$ cat src/rtl/weight_loader.sv
// weight_loader: accepts a filter's 16-bit weights from an AXI4-Stream slave,
// two elements per 32-bit beat, and pushes one beat per fifo_en pulse into the
// weight buffer. The buffer has no full flag and drains one element per cycle,
// so an element-credit counter mirrors its occupancy and throttles tready.
module weight_loader #(
    parameter int data_width = 16,
    parameter int axi_width  = 32,
    parameter int buf_elems  = 26,
    parameter int max_dim    = 15
) (
    input  logic                 clk,
    input  logic                 rst,
    input  logic                 start,
    input  logic [4:0]           weight_dim,
    input  logic [axi_width-1:0] s_axis_tdata,
    input  logic                 s_axis_tvalid,
    input  logic                 s_axis_tlast,
    output logic                 s_axis_tready,
    output logic                 fifo_en,
    output logic [axi_width-1:0] data_out,
    output logic                 busy,
    output logic                 done,
    output logic                 err
);

    localparam logic [6:0] TREADY_LIMIT = 7'(buf_elems - 2);
    localparam logic [4:0] MAX_DIM      = 5'(max_dim);

    typedef enum logic [1:0] {
        IDLE  = 2'd0,
        LOAD  = 2'd1,
        DRAIN = 2'd2
    } state_t;

    state_t               state_q;
    state_t               state_d;
    logic [6:0]           words_left;
    logic                 odd;
    logic [5:0]           credit;
    logic                 vld_p1;
    logic [axi_width-1:0] beat_p1;
    logic                 done_q;
    logic                 err_q;

    logic                 dim_legal;
    logic                 start_ok;
    logic                 start_bad;
    logic                 accept;
    logic                 final_beat;
    logic                 early_last;
    logic                 drained;

    // Number of beats for an N x N filter: ceil(N*N/2).
    function automatic logic [6:0] words_for_dim(input logic [4:0] n);
        logic [9:0] nn;
        nn = {5'd0, n} * {5'd0, n};
        return 7'((nn + 10'd1) >> 1);
    endfunction

    // Element credit update: a write adds two elements, the buffer drains one
    // per cycle whenever it holds anything (including the word just written).
    function automatic logic [5:0] credit_step(input logic [5:0] c, input logic wr);
        logic [5:0] inc;
        logic [5:0] dec;
        inc = wr ? 6'd2 : 6'd0;
        dec = ((c != 6'd0) || wr) ? 6'd1 : 6'd0;
        return c + inc - dec;
    endfunction

    // Final beat of an odd-sized filter carries only one real element.
    function automatic logic [axi_width-1:0] mask_beat(input logic [axi_width-1:0] d,
                                                       input logic               pad);
        return pad ? {{data_width{1'b0}}, d[data_width-1:0]} : d;
    endfunction

    assign dim_legal  = (weight_dim != 5'd0) && (weight_dim <= MAX_DIM);
    assign start_ok   = start && (state_q == IDLE) && dim_legal;
    assign start_bad  = start && (state_q == IDLE) && !dim_legal;
    assign accept     = s_axis_tvalid && s_axis_tready;
    assign final_beat = accept && (words_left == 7'd1);
    assign early_last = accept && s_axis_tlast && (words_left > 7'd1);
    assign drained    = (credit == 6'd0) && !vld_p1;

    // State register.
    always_ff @(posedge clk) begin
        if (rst) begin
            state_q <= IDLE;
        end else begin
            state_q <= state_d;
        end
    end

    // Next-state logic.
    always_comb begin
        state_d = state_q;
        case (state_q)
            IDLE:    if (start_ok) state_d = LOAD;
            LOAD:    if (final_beat || early_last) state_d = DRAIN;
            DRAIN:   if (drained) state_d = IDLE;
            default: state_d = IDLE;
        endcase
    end

    // Outputs decoded from registers only; tready never looks at tvalid.
    always_comb begin
        s_axis_tready = (state_q == LOAD) &&
                        (({1'b0, credit} + (vld_p1 ? 7'd2 : 7'd0)) <= TREADY_LIMIT);
        busy          = (state_q != IDLE);
    end

    // Beat counter, parity and credit mirror of the buffer occupancy.
    always_ff @(posedge clk) begin
        if (rst) begin
            words_left <= 7'd0;
            odd        <= 1'b0;
            credit     <= 6'd0;
        end else begin
            credit <= credit_step(credit, vld_p1);
            if (start_ok) begin
                words_left <= words_for_dim(weight_dim);
                odd        <= weight_dim[0];
            end else if (accept) begin
                words_left <= words_left - 7'd1;
            end
        end
    end

    // ---- stage p1: accepted beat presented to the weight buffer ----
    always_ff @(posedge clk) begin
        if (rst) begin
            vld_p1  <= 1'b0;
            beat_p1 <= '0;
        end else begin
            vld_p1 <= accept;
            if (accept) begin
                beat_p1 <= mask_beat(s_axis_tdata, final_beat && odd);
            end
        end
    end

    // Completion pulse and sticky error flag.
    always_ff @(posedge clk) begin
        if (rst) begin
            done_q <= 1'b0;
            err_q  <= 1'b0;
        end else begin
            done_q <= (state_q == DRAIN) && drained;
            if (start_ok) begin
                err_q <= 1'b0;
            end else if (start_bad || (final_beat && !s_axis_tlast) || early_last) begin
                err_q <= 1'b1;
            end
        end
    end

    assign fifo_en  = vld_p1;
    assign data_out = beat_p1;
    assign done     = done_q;
    assign err      = err_q;

endmodule

$ cat config.mk
export PLATFORM = sky130hd
export DESIGN_NAME = weight_loader
export DESIGN_NICKNAME = d
export VERILOG_FILES = /design/src/rtl/weight_loader.sv
export SDC_FILE = /design/constraint.sdc
export NUM_CORES = 1
export LEC_CHECK = 0
export ABC_AREA = 1
export CORE_MARGIN = 2
export CORE_UTILIZATION = 44
export CTS_BUF_LIST = sky130_fd_sc_hd__clkbuf_4 sky130_fd_sc_hd__clkbuf_8 sky130_fd_sc_hd__clkbuf_16
export DETAILED_ROUTE_END_ITERATION = 10
export GPL_TIMING_DRIVEN = 1
export PLACE_DENSITY = 0.87
export SETUP_SLACK_MARGIN = 0.1
export SYNTH_ARGS = -nofsm -noshare
export SYNTH_HDL_FRONTEND = slang
export SYNTH_SLANG_ARGS = --single-unit
$ cat constraint.sdc
create_clock -name clk -period 3.6 [get_ports clk]
set_input_delay 0.9 -clock clk [delete_from_list [all_inputs] [get_ports clk]]
set_output_delay 0.9 -clock clk [all_outputs]
set_load 0.005 [all_outputs]
==> results.tsv <==
stage	metric	value	unit
status	status	finished, final reports clean	
synth	Async SR Flop Fraction	0	
drt	Via Count	2947	
worst_setup_path	Reg2Reg Setup Slack	1190	ps
run	max-cap violation count	0	
worst_setup_path	CP Class	in -> reg	
global_route	initial antenna violation count	0	
clock_network	Bufs on Longest Clock Path	2	
clock_network	CTS Sinks	51	
clock_network	H-tree Lvls	2	
worst_setup_path	Worst EP arrival	3530	ps
drt	DRT iter0 DRCs	160	
cells_and_area	Final Util	0.599	
sta	RSZ-0062 raised after global routing	false	
synth	register area share after synthesis	0.337	
synth	cell taking the most area after synthesis	dfxtp_1	
cells_and_area	Non-Filler Instances	582	
sta	setup TNS	0	ps
sta	Final Setup Violations	0	
sta	final period utilization	0.929	
synth	Post-synth EDFFs	0	
synth	post-synthesis mux area share	0	
clock_network	clock root buffer master	clkbuf_8	
worst_setup_path	worst-path cell chain	clkdlybuf4s15_1 -> nand2_2 -> fa_1 -> fa_1 -> inv_1 -> ha_4 -> a31o_4 -> ha_4 -> nand2_1 -> nor2_1 -> nand2_1 -> inv_1 -> nor2_1 -> nand2_1 -> nand3_1 -> nand3_1 -> a21oi_1	
worst_setup_path	Worst setup EP type	flop	
drt	wire length after detailed routing	7.38	mm
floorplanning	Ports	79	
power_and_ir_drop	PD cells	421	mW/mm^2
sta	Worst-Margin Slew	760	ps
synth	Area contributors post-synth	dfxtp_1 (34%), nand2_1 (12%), ha_1 (9.1%), inv_1 (7.4%), nor2_1 (5.2%)	
worst_setup_path	CP max stage cell	fa_1	
hold_path	Hold WC Path Type	reg -> reg	
synth	main combinational cell family by area after synthesis	simple AND/OR/NAND/NOR gates	
synth	share of the synthesized area in the top cell type	0.337	
clock_network	Hold-fix buffers, CTS	0	
floorplanning	die width	87.0	um
clock_network	worst skew pair latency	300	ps
sta	max frequency	299	MHz
synth	Synth top cells by count	nand2_1 (97), inv_1 (60), dfxtp_1 (51)	
clock_network	TritonCTS clock tree	done	
drt	ANT nets after route	0	
power_and_ir_drop	leak pwr	1.80	nW
drt	vias per cell	5.06	
global_route	pin count of the biggest net entering global routing	40	
sta	clk_skew	3.59	ps
floorplanning	die area	0.00757	mm^2
synth	XOR/XNOR share of the synthesized area	0.0116	
synth	synthesized area per cell	7.27	um^2
synth	Syn Std Cell Area	0.00303	mm^2
clock_network	cts bufs inserted	5	
synth	post-synthesis adder-cell area fraction	0.117	
placement	I/O Buffers	78	
floorplanning	Core Footprint	0.00672	mm^2
drt	drt pass-1 iters	4	
synth	Netlist cell types	32	
sta	setup slack after layout	257	ps
floorplanning	Die Span Y	87.0	um
synth	Syn. warnings	0	
worst_setup_path	Worst EP required	3790	ps
placement	DP Wirelength	5.60	mm
worst_setup_path	most used cell, CP	nand2_1	
global_route	GRT Total Usage	0.197	
sta	Slew Limit Headroom	0.493	
placement	placed cells	574	
cells_and_area	n_diodes	0	
placement	Placer Congestion	0.926	
placement	Place WS	-470	ps
synth	top-count cell post-synth	nand2_1	
synth	simple-gate share of the synthesized area	0.266	
synth	Synth Instances	417	
sta	Tmin final	3340	ps
synth	ys flop type	dfxtp_1	
sta	Hold WS	468	ps
worst_setup_path	Critical Path Max Stage Delay	520	ps
drt	wire per inst	12.7	um
global_route	GRT overflow	0	
worst_setup_path	Max Fanout on Critical Path	3	
cells_and_area	share of cells above drive strength 1	0.0956	
floorplanning	Initial Util	0.451	
cells_and_area	Area Overhead vs Synth	32.8	%
clock_network	clk slew on worst S/H paths	90	ps
sta	final hold vios	0	
worst_setup_path	kind of start point of the critical path	input pin	
synth	syn_nets	485	
synth	Yosys reg bits	51	
synth	Synth Area in Compound Gates	0.158	
cells_and_area	# nets final	569	
global_route	vias in the first global route	2765	
floorplanning	num rows	30	
global_route	first-pass GRT wire length	12.0	mm
power_and_ir_drop	Worst VDD drop	0.236	mV
drt	DRC	0	
sta	Final Max Tran Viols	0	
-- flip-flops by register name, summed over array words and instances (netlist names) --
| name | count |
|---|---|
| data_out | 32 |
| credit | 6 |
| err | 1 |
| done | 1 |
| state_q | 2 |
| odd | 1 |
| words_left | 7 |
| fifo_en | 1 |
-- placed cells by master, fill, tap and decap left out, drive strengths merged, types with 7 or more instances in the layout --
master         Yosys  final
a21oi             30     30
buf               10     12
clkbuf             3      7
clkdlybuf4s50      0     73
dfxtp             51     51
ha                22     22
inv               63     63
nand2             99     99
nand3             27     27
nor2              46     46
o21a              15     15
o21ai             30     30
-- power breakdown --
| part | switching [mW] | internal, mW |
|---|---|---|
| Combinational | 0.359 | 0.303 |
| Clock | 0.196 | 0.144 |
| Sequential | 0.0583 | 0.633 |
-- worst max-delay path, delay by kind of cell --
family | cells | cell delay, ps
fa+ha+maj | 4 | 1510
simple gates | 8 | 540
buf+inv | 3 | 310
compound gates | 2 | 280
-- per-layer routing --
metal | up-vias | share of wire | track usage
li1 | 1496 | - | -
met5 | - | 0 | 0
met3 | 14 | 0.037 | 0.0417
met4 | 0 | 0.020 | 0.0568
met1 | 1373 | 0.42 | 0.239
met2 | 64 | 0.52 | 0.348
-- repair_timing --
item / CTS / global route
buffers inserted: 0 / 0
endpoints found under the setup margin: 3 / 2
pin swaps: 3 / 4
gates resized for setup: 9 / 4
-- cells by family after synthesis --
group	Yosys count
buffers and inverters	76
xor gates and xnor gates	4
DFF	51
adders and majority gates	26
and+or+nand+nor	181
AOI/OAI and AO/OA	79
-- path summary, 6_finish.rpt --
kind	start	endpoint	cells past startpoint
worst min register to register	words_left[1]	words_left[1]	2
worst max register to register	credit[4]	credit[5]	12
worst max-delay path	weight_dim[3]	words_left[6]	17
worst min-delay path	words_left[1]	words_left[1]	2
-- cell type report --
cell class	count	area, um^2
clock buffer	6	76.3
timing repair buffer	90	862
multi-input combinational	290	1710
inverter	63	239
tap	80	100
fill	550	2690
clock inverter	2	12.5
sequential	51	1020
-- per-stage QoR --
stage	total power, mW	cell area, um^2
6_report	1.69	4030
2_1_floorplan	1.13	3030
5_1_grt	1.83	4030
3_5_place_dp	1.35	3910
3_3_place_gp	1.32	3910
4_1_cts	1.70	4020
(Power assumes the default switching activity.)
